<file path="src/rtl/rf_wb_arbiter.sv">
// Register-file writeback arbiter: the pipeline owns the write port, long-latency
// results bypass when the port is free or wait in a 2-entry FIFO with WAW kill.
module rf_wb_arbiter #(
    parameter int STARVE_LIMIT = 4
) (
    input  logic        clk,
    input  logic        resetn,
    input  logic        pipe_we_i,
    input  logic [4:0]  pipe_rd_i,
    input  logic [31:0] pipe_data_i,
    input  logic        lu_valid_i,
    input  logic [4:0]  lu_rd_i,
    input  logic [31:0] lu_data_i,
    output logic        lu_ready_o,
    input  logic [4:0]  chk_rs1_i,
    input  logic [4:0]  chk_rs2_i,
    output logic        pend_hit_o,
    output logic        rf_we_o,
    output logic [4:0]  rf_rd_o,
    output logic [31:0] rf_data_o,
    output logic        stall_req_o
);
    localparam logic [3:0] LIMIT = 4'(STARVE_LIMIT);

    logic [1:0]  count;
    logic [4:0]  ent_rd   [2];
    logic [31:0] ent_data [2];
    logic [3:0]  wait_cnt;
    logic        stall_q;

    logic        pipe_wr, lu_acc, drain, bypass, enq;
    logic        keep0, keep1, head_gone;
    logic [1:0]  count_nxt;
    logic [4:0]  rd_nxt   [2];
    logic [31:0] data_nxt [2];
    logic [3:0]  wait_nxt;

    assign lu_ready_o  = (count != 2'd2);
    assign stall_req_o = stall_q;

    always_comb begin
        pipe_wr = pipe_we_i && (pipe_rd_i != 5'd0);
        lu_acc  = lu_valid_i && lu_ready_o;
        drain   = !pipe_wr && (count != 2'd0);
        bypass  = !pipe_wr && (count == 2'd0) && lu_acc && (lu_rd_i != 5'd0);
        enq     = lu_acc && (lu_rd_i != 5'd0) && !bypass &&
                  !(pipe_wr && (lu_rd_i == pipe_rd_i));

        // A pipe write to the same rd makes any older buffered value stale.
        keep0 = (count != 2'd0) && !drain && !(pipe_wr && (ent_rd[0] == pipe_rd_i));
        keep1 = (count == 2'd2) && !(pipe_wr && (ent_rd[1] == pipe_rd_i));
        head_gone = (count != 2'd0) && !keep0;

        rd_nxt[0]   = ent_rd[0];
        rd_nxt[1]   = ent_rd[1];
        data_nxt[0] = ent_data[0];
        data_nxt[1] = ent_data[1];
        count_nxt   = 2'd0;
        case ({keep0, keep1})
            2'b11: count_nxt = 2'd2;
            2'b10: count_nxt = 2'd1;
            2'b01: begin
                rd_nxt[0]   = ent_rd[1];
                data_nxt[0] = ent_data[1];
                count_nxt   = 2'd1;
            end
            default: count_nxt = 2'd0;
        endcase
        if (enq) begin
            if (count_nxt == 2'd0) begin
                rd_nxt[0]   = lu_rd_i;
                data_nxt[0] = lu_data_i;
            end else begin
                rd_nxt[1]   = lu_rd_i;
                data_nxt[1] = lu_data_i;
            end
            count_nxt = count_nxt + 2'd1;
        end

        if ((count == 2'd0) || head_gone)
            wait_nxt = 4'd0;
        else if (wait_cnt != 4'd15)
            wait_nxt = wait_cnt + 4'd1;
        else
            wait_nxt = wait_cnt;
    end

    always_comb begin
        rf_we_o   = 1'b0;
        rf_rd_o   = 5'd0;
        rf_data_o = 32'd0;
        if (pipe_wr) begin
            rf_we_o   = 1'b1;
            rf_rd_o   = pipe_rd_i;
            rf_data_o = pipe_data_i;
        end else if (count != 2'd0) begin
            rf_we_o   = 1'b1;
            rf_rd_o   = ent_rd[0];
            rf_data_o = ent_data[0];
        end else if (bypass) begin
            rf_we_o   = 1'b1;
            rf_rd_o   = lu_rd_i;
            rf_data_o = lu_data_i;
        end
    end

    always_comb begin
        pend_hit_o = 1'b0;
        if ((count != 2'd0) && (ent_rd[0] != 5'd0) &&
            ((ent_rd[0] == chk_rs1_i) || (ent_rd[0] == chk_rs2_i)))
            pend_hit_o = 1'b1;
        if ((count == 2'd2) && (ent_rd[1] != 5'd0) &&
            ((ent_rd[1] == chk_rs1_i) || (ent_rd[1] == chk_rs2_i)))
            pend_hit_o = 1'b1;
    end

    always_ff @(posedge clk or negedge resetn) begin
        if (!resetn) begin
            count    <= 2'd0;
            wait_cnt <= 4'd0;
            stall_q  <= 1'b0;
        end else begin
            count    <= count_nxt;
            wait_cnt <= wait_nxt;
            stall_q  <= (wait_nxt >= LIMIT);
        end
    end

    // Entry payload carries no reset; validity is defined solely by count.
    always_ff @(posedge clk) begin
        ent_rd[0]   <= rd_nxt[0];
        ent_rd[1]   <= rd_nxt[1];
        ent_data[0] <= data_nxt[0];
        ent_data[1] <= data_nxt[1];
    end
endmodule

</file>
<file path="config.mk">
export PLATFORM = sky130hd
export DESIGN_NAME = rf_wb_arbiter
export DESIGN_NICKNAME = d
export VERILOG_FILES = /design/src/rtl/rf_wb_arbiter.sv
export SDC_FILE = /design/constraint.sdc
export NUM_CORES = 1
export LEC_CHECK = 0
export CELL_PAD_IN_SITES_DETAIL_PLACEMENT = 0
export CELL_PAD_IN_SITES_GLOBAL_PLACEMENT = 1
export CORE_UTILIZATION = 36
export DETAILED_ROUTE_END_ITERATION = 6
export PLACE_DENSITY_LB_ADDON = 0.1
export SLEW_MARGIN = 40
export SYNTH_ARGS = -nofsm -noshare
export SYNTH_HDL_FRONTEND = slang
export SYNTH_SLANG_ARGS = --single-unit
</file>
<file path="constraint.sdc">
create_clock -name clk -period 3.9 [get_ports clk]
set_clock_uncertainty 0.05 [all_clocks]
set_input_delay 0.585 -clock clk [delete_from_list [all_inputs] [get_ports clk]]
set_output_delay 0.585 -clock clk [all_outputs]
set_load 0.02 [all_outputs]
</file>
* Yosys cells after proc, flatten, opt, wreduce, memory -nomap -nowiden
Memories as Yosys holds them, arrays and structs flattened. Cells that the tools add are included.
Operators by class: multiply operators 0, magnitude comparators 1, add/sub/neg operators 2, multiplexer cells 23, bitwise operators 0, div/mod/pow operators 0, equal/unequal tests 13, reductions and logical operators 38, shift-type cells 0
Operator list (count):
- 32-bit 2-to-1 mux | 6
- 64-bit 2-to-1 mux | 1
- 5-bit == test | 7
- 5-bit 2-to-1 mux | 6
- 1-bit logical AND | 20
- 5-bit nonzero test | 4
- 10-bit 2-to-1 mux | 1
- 4-bit 2-to-1 mux | 2
- 1-bit logical NOT | 7
- 2-bit == test (second input constant) | 3
- 1-bit 2-to-1 mux | 5
- 4-bit by 1-bit adder with 4-bit output (second input constant) | 1
- 4-bit by 3-bit >= comparator with 1-bit output (second input constant) | 1
- 2-bit logical NOT | 2
- 4-bit != test (second input constant) | 1
- 2-bit one-hot mux with 2 select lines | 1
- 1-bit logical OR | 3
- 2-bit by 1-bit adder with 2-bit output (second input constant) | 1
- 2-bit by 1-bit == test with 1-bit output (second input constant) | 1
- 2-bit 2-to-1 mux | 1
- 2-bit != test (second input constant) | 1
- 2-bit nonzero test | 1
- 2-bit OR reduction | 1
Storage, ports and cells: memories kept 2, latch bits 0, input port bits 88, bits in writable memories 74, output and inout port bits 41, bits in read-only memories 0, register bits after elaboration 7
Memories:
- ent_data | words 2, width 32, read ports 2, clocked after memory_dff 0, wr ports 2, line 27 | logic [31:0] ent_data [2];
- ent_rd | words 2, width 5, read ports 2, clocked after memory_dff 0, wr ports 2, line 26 | logic [4:0] ent_rd [2];

* Depth between registers and ports, before layout
Gate-level depths: netlist (run 1).
word-level depth 13, depth in mapped cells 11

* Least setup slack after synthesis (run 1)
Ideal clock, no wire load.
path type input to register, start in pipe_rd_i[3], end mem ent_data[1][0] (netlist: ent_data[0][32]) (enable), buffers on the path 0, stages 6, required time 3414 ps, slack -41 ps, arrival time 3455 ps, setup time 436 ps, cells stage by stage or4_4 -> o21ai_4 -> nor4_1 -> nand2b_1 -> ha_1 -> nor2b_1
RTL lines:
- start, declared | line 9 | input logic [4:0] pipe_rd_i,
- end, declared | line 27

* Final worst setup path (run 1)
start in pipe_rd_i[1], end out rf_data_o[25]
Between the ends: word-level cells in the longest chain between the ends 9
RTL lines:
- 5-bit nonzero test (*) | line 42 | pipe_wr = pipe_we_i && (pipe_rd_i != 5'd0);
- 1-bit logical AND (*) | line 42
- 1-bit logical NOT | line 45 | bypass = !pipe_wr && (count == 2'd0) && lu_acc && (lu_rd_i != 5'd0);
- 1-bit logical AND (3 in a row) | line 45
- 32-bit 2-to-1 mux | line 100 | end else if (bypass) begin
- 32-bit 2-to-1 mux | line 96 | end else if (count != 2'd0) begin
- 32-bit 2-to-1 mux (*) | line 92 | if (pipe_wr) begin
- end, declared | line 20 | output logic [31:0] rf_data_o,
Mark *: on every way between the ends. The rest lies on a longest branch, timed or not.

==> impl_metrics.env, run 1 <==
export IMPL_drt_iter0_markers=144
export IMPL_rows=40
export IMPL_portBuffers=128
export IMPL_hpwl_microns=8020
export IMPL_end_kind="primary output"
export IMPL_reg2reg_from="count[1]$_DFF_PN0_"
export IMPL_synth_top_area_share_pct=25.0
export IMPL_yosysUniqueCellTypes=35
export IMPL_power_density_nw_per_um2=626
export IMPL_cts_tree="done"
export IMPL_path_clk_slew_ns=0.06
export IMPL_clock_latency_ns=0.33
export IMPL_seq_area_frac_synth_pct=45.7
export IMPL_worstMarginPinSlew_ns=0.701
export IMPL_peakVddDrop_mv=0.300
export IMPL_grt_max_degree=51
export IMPL_routed_wl_microns=11700
export IMPL_wl_met3_microns=608
export IMPL_critPathRequiredTime_ns=3.26
export IMPL_antenna_diode_count=0
export IMPL_viasPerCell=5.17
export IMPL_ant_nets=0
export IMPL_drv_cap=0
export IMPL_drcViolationCount=0
export IMPL_place_congestion=0.848
export IMPL_grt_pass1_vias=3767
export IMPL_grt_pass1_wl_microns=19000
export IMPL_async_flop_share_pct=8.64
export IMPL_io_pins=129
export IMPL_syn_inst=433
export IMPL_synth_edf_count=37
export IMPL_avgSynthCellArea_sq_um=10.2
export IMPL_grtUsageTotal_pct=19.1
export IMPL_cts_sinks=81
export IMPL_syn_nets=526
export IMPL_clockRootBuffer="clkbuf_16"
export IMPL_coreArea_sq_um=12000
export IMPL_synth_area_sq_um=4440
export IMPL_ctsResizeCount=0
export IMPL_nNetsFinal=650
export IMPL_wl_per_cell_microns=16.5
export IMPL_setup_tns_ns=0
export IMPL_fillers=1126
export IMPL_fin_crit_sh_pct=95.5
export IMPL_crit_path_start="pipe_rd_i[1]"
export IMPL_worst_setup_path_type="input pin to primary output"
export IMPL_post_cts_setup_buffers=0
export IMPL_dpl_worst_slack_ns=0.200
export IMPL_synth_seq_cells=81
export IMPL_crit_end="rf_data_o[25]"
export IMPL_synth_area_leaders="edfxtp_1, dfxtp_1, mux2_2, a31oi_1, mux2_1"
export IMPL_finalSetupViolCount=0
export IMPL_setup_ws_ns=0.175
export IMPL_hold_buffers=0
export IMPL_reg2reg_to="ent_data[0][19]$_DFF_P_"
export IMPL_wl_met2_microns=5450
export IMPL_clockBufferDepth=2
export IMPL_start_kind="input pin"
export IMPL_wl_met1_microns=5510
export IMPL_maxSlewHeadroom_pct=53.2
export IMPL_ys_warnings_count=0
export IMPL_rsz0062_at_grt="no"
export IMPL_antenna_found_initial=0
export IMPL_critPathMaxFanout=50
export IMPL_dieArea_sq_um=12800
export IMPL_initial_core_util_pct=36.9
export IMPL_worstHoldPathType="input pin to async pin"
export IMPL_htree_levels=3
export IMPL_leakage_nw=2.33
export IMPL_timing_fmax_mhz=268
export IMPL_arrival_ns=3.09
export IMPL_rr_worst_depth=7
export IMPL_fp_dieW_microns=113
export IMPL_grt_overflow_total=0
export IMPL_syn_to_final_growth_pct=40.8
export IMPL_regToRegSetupSlack_ns=1.24
export IMPL_status="completed"
export IMPL_synth_top_area_cell="edfxtp_1"
export IMPL_drive_gt1_share_pct=16.9
export IMPL_first_pass_iters=4
export IMPL_num_vias=3666
export IMPL_die_y_microns=113
export IMPL_top_layer_used="met4"
export IMPL_slew_viol_final=0
export IMPL_numCtsBuffers=9
export IMPL_finalHoldViolCount=0
export IMPL_synthFlopType="edfxtp_1"
export IMPL_fin_crit_ns=3.72
-- critical path: stages --
cell,delay [ns]
clkdlybuf4s50_1,0.54
or4_4,0.48
o21ai_4,0.17
buf_12,0.25
buf_12,0.20
nor2_1,0.05
a31oi_1,0.15
clkdlybuf4s50_1,0.63
-- layer usage --
layer,vias to the layer above,track usage (%)
met1,1748,25.4
met3,11,4.93
met4,0,5.61
li1,1798,-
met2,109,30.6
met5,-,0
-- final cells by class --
type | instances | area [sq um] | area share [%]
Sequential cell | 81 | 2030 | 32.4
Tap cell | 147 | 184 | 2.94
Timing Repair Buffer | 146 | 1470 | 23.5
Clock buffer | 9 | 225 | 3.61
Clock inverter | 7 | 46.3 | 0.741
Multi-Input combinational cell | 315 | 2280 | 36.6
Inverter | 4 | 15.0 | 0.240
-- through the flow --
step / hold WS, ns / total power, mW / cell area, sq um / cells / util, %
floorplan: 0.239 / 2.53 / 4440 / 433 / -
global placement: 0.477 / 3.15 / 5980 / 693 / 49.8
detailed placement: 0.482 / 3.19 / 5980 / 693 / 49.8
CTS: 0.450 / 3.97 / 6250 / 709 / 52.0
global route: 0.471 / 4.17 / 6250 / 709 / 52.0
finish: 0.455 / 3.91 / 6250 / 709 / 52.0
-- flip-flops by register name, summed over array words and instances, names as in the netlist --
signal,count
ent_data,64
wait_cnt,4
count,2
stall_req_o,1
ent_rd,10
-- synthesized netlist by cell type (2+ instances only) --
library cell and count:
a31oi_1 41, buf_1 4, buf_2 2, clkbuf_1 26
dfrtp_1 7, dfxtp_1 37, edfxtp_1 37, ha_1 5
inv_1 4, mux2_1 20, mux2_2 44, mux2_4 10
mux2i_1 2, nand2_1 40, nand3_1 43, nor2_1 47
nor2b_1 2, nor3_1 6, o21ai_0 2, or4_1 4
xnor2_1 19, xor2_1 18
-- how the worst min path moves through the flow --
stage / start / to / slack, ns / depth (start not counted)
after floorplan: resetn / count[0]$_DFF_PN0_ / 0.24 / 0
after global placement: wait_cnt[3]$_DFF_PN0_ / wait_cnt[3]$_DFF_PN0_ / 0.48 / 1
after detailed placement: wait_cnt[3]$_DFF_PN0_ / wait_cnt[3]$_DFF_PN0_ / 0.48 / 1
after CTS: resetn / wait_cnt[2]$_DFF_PN0_ / 0.45 / 1
after global routing: resetn / stall_req_o$_DFF_PN0_ / 0.47 / 1
final: resetn / wait_cnt[2]$_DFF_PN0_ / 0.46 / 1
-- where the power goes --
part           internal, mW  switching (mW)
Clock                 0.430           0.331
Sequential             1.18           0.190
Combinational         0.928           0.851
-- layout by cell type, fill, tap and decap left out, drive strengths merged, types with 6 or more instances in the layout --
cell type | Yosys | routed
a31oi | 41 | 41
buf | 7 | 18
clkbuf | 26 | 9
clkdlybuf4s50 | 0 | 128
clkinv | 0 | 6
dfrtp | 7 | 7
dfxtp | 37 | 37
edfxtp | 37 | 37
mux2 | 74 | 74
nand2 | 40 | 40
nand3 | 43 | 43
nor2 | 47 | 47
nor3 | 6 | 6
xnor2 | 19 | 19
xor2 | 18 | 18
-- cells by family after synthesis --
group	after synthesis	synth area share [%]
compound gates	49	7.13
xor+xnor	37	7.30
fa+ha+maj	5	1.41
buf+inv	37	3.27
flops	81	45.7
mux	76	20.1
simple gates	148	15.1
Note: power is estimated with default switching activity, not from simulation.
==> inputs of run 2 (changes only) <==
Settings changed: ABC_AREA set to 1, CORE_UTILIZATION 36 to 35.
==> impl_metrics.env, run 2 <==
export IMPL_path_cells="clkdlybuf4s50_1, nor2_1, nand3_2, nand2_4, buf_4, or2_2, a21boi_0, clkdlybuf4s50_1"
export IMPL_seq_area_frac_synth_pct=39.1
export IMPL_power_density_nw_per_um2=594
export IMPL_dieArea_sq_um=15300
export IMPL_initial_core_util_pct=35.8
export IMPL_finalSetupViolCount=0
export IMPL_routed_wl_microns=15300
export IMPL_maxSlewHeadroom_pct=45.8
export IMPL_rows=44
export IMPL_wl_per_cell_microns=14.5
export IMPL_rsz0062_at_grt="no"
export IMPL_drcViolationCount=0
export IMPL_ant_nets=0
export IMPL_postLayoutCoreUtil_pct=47.3
export IMPL_start_kind="input pin"
export IMPL_hold_buffers=0
export IMPL_synth_area_leaders="edfxtp_1, nand2_1, dfxtp_1, a21oi_1, nand3_1"
export IMPL_syn_inst=759
export IMPL_synth_top_area_share_pct=21.5
export IMPL_ctsResizeCount=0
export IMPL_hpwl_microns=10000
export IMPL_avgSynthCellArea_sq_um=6.82
export IMPL_fin_crit_sh_pct=91.1
export IMPL_timing_fmax_mhz=281
export IMPL_num_vias=5086
export IMPL_drt_iter0_markers=348
export IMPL_layout_commonest_cell="nand2_1"
export IMPL_fin_cells=1052
export IMPL_crit_path_frequent_cell="clkdlybuf4s50_1"
export IMPL_io_pins=129
export IMPL_setup_tns_ns=0
export IMPL_htree_levels=3
export IMPL_cts_tree="done"
export IMPL_clockRootBuffer="clkbuf_16"
export IMPL_final_cell_mix="nand2_1, clkdlybuf4s50_1, a21oi_1"
export IMPL_slew_viol_final=0
export IMPL_synth_top_area_cell="edfxtp_1"
export IMPL_finalHoldViolCount=0
export IMPL_largest_reg_flops=64
export IMPL_yosys_top_cells_count="nand2_1, a21oi_1, nor2_1"
export IMPL_fp_dieW_microns=124
export IMPL_async_flop_share_pct=8.64
export IMPL_synth_most_common_cell="nand2_1"
export IMPL_synth_seq_cells=81
export IMPL_grt_pass1_wl_microns=24700
export IMPL_antenna_found_initial=0
export IMPL_slowest_stage="clkdlybuf4s50_1"
export IMPL_synth_area_sq_um=5180
export IMPL_critPathRequiredTime_ns=3.26
export IMPL_grt_overflow_total=0
export IMPL_end_kind="primary output"
export IMPL_place_congestion=0.918
export IMPL_grt_max_degree=55
export IMPL_grtUsageTotal_pct=21.1
export IMPL_status="completed"
export IMPL_place_inst=1036
export IMPL_leakage_nw=3.00
export IMPL_drive_gt1_share_pct=5.53
export IMPL_regMostFlops="ent_data"
export IMPL_portBuffers=128
export IMPL_antenna_diode_count=0
export IMPL_ys_warnings_count=0
export IMPL_nNetsFinal=956
export IMPL_syn_to_final_growth_pct=32.3
export IMPL_syn_nets=852
export IMPL_slowest_delay_ns=0.64
export IMPL_worstMarginPinSlew_ns=0.812
export IMPL_critPathMaxFanout=37
export IMPL_die_y_microns=124
export IMPL_numCtsBuffers=9
export IMPL_worstHoldPathType="input pin to async pin"
export IMPL_post_cts_setup_buffers=0
export IMPL_coreArea_sq_um=14500
export IMPL_peakVddDrop_mv=0.286
export IMPL_worst_setup_path_type="input pin to primary output"
export IMPL_first_pass_iters=5
export IMPL_clock_latency_ns=0.33
export IMPL_path_clk_slew_ns=0.06
export IMPL_clockBufferDepth=2
export IMPL_viasPerCell=4.83
export IMPL_largest_registers="ent_data x64, ent_rd x10, wait_cnt x4"
export IMPL_synthFlopType="edfxtp_1"
export IMPL_grt_pass1_vias=4914
export IMPL_fin_crit_ns=3.55
export IMPL_cts_sinks=81
export IMPL_yosysUniqueCellTypes=31
export IMPL_arrival_ns=2.92
export IMPL_synth_edf_count=37
export IMPL_drv_cap=0
[run 2: worst paths after layout]
kind                                       start                 endpoint  cells after the start  slack, ns
min in group clk           wait_cnt[1]$_DFF_PN0_    wait_cnt[1]$_DFF_PN0_                      2       0.52
min reg2reg                wait_cnt[1]$_DFF_PN0_    wait_cnt[1]$_DFF_PN0_                      2       0.52
max in group asynchronous                 resetn       count[0]$_DFF_PN0_                      1       3.07
max                                 pipe_rd_i[4]               rf_rd_o[4]                      8       0.35
min                                       resetn    wait_cnt[1]$_DFF_PN0_                      1       0.47
max reg2reg                   count[0]$_DFF_PN0_  ent_data[0][29]$_DFF_P_                     11       1.17
[run 2: kinds of logic after synthesis]
group / synth area share, %
AO/OA/AOI/OAI: 12.0
XOR/XNOR: 4.91
adder cells (fa/ha/maj): 1.21
buffers and inverters: 10.2
flip-flops: 39.1
AND/OR/NAND/NOR: 32.5
[run 2: through the flow]
stage / setup slack [ns] / area [sq um] / power, mW / hold slack, ns
2_1_floorplan: 0.386 / 5180 / 2.62 / 0.239
5_1_grt: 0.159 / 6850 / 4.41 / 0.483
4_1_cts: 0.306 / 6850 / 4.12 / 0.460
3_5_place_dp: 0.313 / 6580 / 3.32 / 0.515
3_3_place_gp: 0.341 / 6580 / 3.27 / 0.501
6_report: 0.345 / 6850 / 4.07 / 0.473
[run 2: report_power, final]
group	switching [mW]	internal, mW	total [mW]
Combinational	1.19	0.752	1.94
Clock	0.331	0.448	0.780
Sequential	0.184	1.16	1.34
[run 2: routing by layer]
metal / up-vias / GRT usage, % / routed length, microns
met2: 141 / 36.0 / 7350
met4: 0 / 6.10 / 163
li1: 2608 / - / -
met1: 2327 / 26.9 / 6940
met5: - / 0 / 0
met3: 10 / 4.21 / 837
[run 2: critical path: cells and delay by family]
kind	cells	cell delay [ns]
AND/OR/NAND/NOR	4	0.58
AO/OA/AOI/OAI	1	0.19
buffers and inverters	3	1.55
[run 2: final cells by class]
cell class / instances / area (sq um)
Fill cell: 1480 / 7630
Clock buffer: 13 / 250
Clock inverter: 3 / 18.8
Timing Repair Buffer: 143 / 1460
Sequential cell: 81 / 2030
Inverter: 62 / 233
Tap cell: 184 / 230
Multi-Input combinational cell: 566 / 2630
==> inputs of run 3 (changes only) <==
Settings changed: CORE_MARGIN set to 2.
==> impl_metrics.env, run 3 (synthesis results as in run 2) <==
export IMPL_drt_iter0_markers=332
export IMPL_final_cell_mix="nand2_1, clkdlybuf4s50_1, a21oi_1"
export IMPL_rows=44
export IMPL_peakVddDrop_mv=0.240
export IMPL_routed_wl_microns=15500
export IMPL_placed_cell_area_sq_um=6540
export IMPL_finalSetupViolCount=0
export IMPL_maxSlewHeadroom_pct=47.7
export IMPL_portBuffers=128
export IMPL_fillers=1479
export IMPL_path_clk_slew_ns=0.06
export IMPL_worstMarginPinSlew_ns=0.784
export IMPL_power_frac_clock_pct=19.7
export IMPL_post_cts_setup_buffers=0
export IMPL_power_share_switching_pct=41.8
export IMPL_postLayoutCoreUtil_pct=47.1
export IMPL_wl_per_cell_microns=14.7
export IMPL_drcViolationCount=0
export IMPL_status="completed"
export IMPL_fin_crit_sh_pct=91.8
export IMPL_start_kind="input pin"
export IMPL_regArea_sq_um=2030
export IMPL_slowest_delay_ns=0.65
export IMPL_slowest_stage="clkdlybuf4s50_1"
export IMPL_io_pins=129
export IMPL_top_layer_used="met4"
export IMPL_power_density_nw_per_um2=596
export IMPL_cts_sinks=81
export IMPL_num_vias=5113
export IMPL_finalHoldViolCount=0
export IMPL_fp_dieW_microns=126
export IMPL_worst_setup_path_type="input pin to primary output"
export IMPL_drv_cap=0
export IMPL_place_congestion=0.832
export IMPL_clockBufferDepth=2
export IMPL_clock_latency_ns=0.33
export IMPL_p_int_mw=2.37
export IMPL_rsz0062_at_grt="no"
export IMPL_worst_path_dominant_cell_family="buffers and inverters"
export IMPL_final_cell_area_sq_um=6820
export IMPL_first_pass_iters=4
export IMPL_die_y_microns=126
export IMPL_grt_pass1_wl_microns=25700
export IMPL_worstHoldPathType="input pin to async pin"
export IMPL_critPathRequiredTime_ns=3.26
export IMPL_antenna_diode_count=0
export IMPL_hold_buffers=0
export IMPL_grt_overflow_total=0
export IMPL_end_kind="primary output"
export IMPL_largest_registers="ent_data x64, ent_rd x10, wait_cnt x4"
export IMPL_arrival_ns=2.95
export IMPL_dieArea_sq_um=15800
export IMPL_timing_fmax_mhz=279
export IMPL_initial_core_util_pct=35.8
export IMPL_hpwl_microns=10200
export IMPL_htree_levels=3
export IMPL_grt_max_degree=53
export IMPL_drive_gt1_share_pct=5.53
export IMPL_multi_input_area_sq_um=2630
export IMPL_path_cells="clkdlybuf4s50_1, nor2_1, nand3_2, nand2_4, nand2_4, nor2_8, buf_4, nand2_1, a21oi_1, clkdlybuf4s50_1"
export IMPL_wl_met3_microns=752
export IMPL_coreArea_sq_um=14500
export IMPL_cts_tree="done"
export IMPL_layout_commonest_cell="nand2_1"
export IMPL_numCtsBuffers=9
export IMPL_ctsResizeCount=0
export IMPL_viasPerCell=4.86
export IMPL_total_power_mw=4.06
export IMPL_setup_tns_ns=0
export IMPL_regMostFlops="ent_data"
export IMPL_critPathMaxFanout=17
export IMPL_grtUsageTotal_pct=20.2
export IMPL_largest_reg_flops=64
export IMPL_power_frac_seq_pct=33.1
export IMPL_grt_pass1_vias=5044
export IMPL_ant_nets=0
export IMPL_switching_power_mw=1.70
export IMPL_leakage_nw=2.99
export IMPL_wl_met2_microns=7550
export IMPL_syn_to_final_growth_pct=31.8
export IMPL_path_buf_inv=3
export IMPL_antenna_found_initial=0
export IMPL_combPwrFrac_pct=47.1
export IMPL_clockRootBuffer="clkbuf_16"
export IMPL_nNetsFinal=956
export IMPL_wl_met1_microns=7080
export IMPL_fin_crit_ns=3.58
export IMPL_slew_viol_final=0
[run 3: cell count changes in the layout (fill, tap and decap cells not counted)]
cell and delta:
clkinvlp_4 +1, clkinv_2 -2, clkbuf_8 +1, buf_12 -3
buf_4 +3
[run 3: power groups by stage]
stage | logic [mW] | registers (mW) | clock network, mW
global placement | 1.89 | 1.36 | 0
global route | 2.18 | 1.38 | 0.853
finish | 1.92 | 1.35 | 0.802
detailed placement | 1.93 | 1.36 | 0
floorplan | 1.35 | 1.27 | 0
CTS | 1.94 | 1.35 | 0.827
[run 3: layout make-up]
cell class              count  area share [%]
inverters                  62            3.41
flip-flops and latches     81            29.7
repair buffers            143            20.8
well taps                 184            3.37
multi-input cells         566            38.6
clock buffers              14            3.87
clock inverters             2           0.238
[run 3: worst reg2reg max path, delay by kind of cell (launching register included)]
family	cells	cell delay, ns
AOI/OAI and AO/OA	2	0.37
DFF	1	0.40
and+or+nand+nor	4	0.56
adders and majority gates	1	0.30
buffers and inverters	5	0.80
[run 3: stage by stage]
stage	cells	hold WS (ns)	setup slack (ns)
2_1_floorplan	759	0.239	0.386
3_3_place_gp	1036	0.500	0.370
3_5_place_dp	1036	0.517	0.349
4_1_cts	1052	0.451	0.330
5_1_grt	1052	0.465	0.140
6_report	1052	0.458	0.319
[run 3: per-layer routing]
| layer | up-vias | GRT usage, % |
|---|---|---|
| met5 | - | 0 |
| met4 | 0 | 4.05 |
| met3 | 12 | 4.59 |
| met2 | 132 | 34.6 |
| met1 | 2360 | 26.2 |
| li1 | 2609 | - |
[run 3: path summary, 6_finish.rpt]
kind                                       startpoint                    end  slack (ns)  depth (start not counted)
worst max-delay path                     pipe_rd_i[4]           rf_data_o[9]        0.32                         10
worst min-delay path                           resetn  wait_cnt[1]$_DFF_PN0_        0.46                          1
worst max register to register     count[1]$_DFF_PN0_   ent_rd[0][1]$_DFF_P_        1.35                         12
worst min register to register  wait_cnt[1]$_DFF_PN0_  wait_cnt[1]$_DFF_PN0_        0.52                          2
max in group asynchronous                      resetn  wait_cnt[3]$_DFF_PN0_        3.11                          1
min in group clk                wait_cnt[1]$_DFF_PN0_  wait_cnt[1]$_DFF_PN0_        0.52                          2
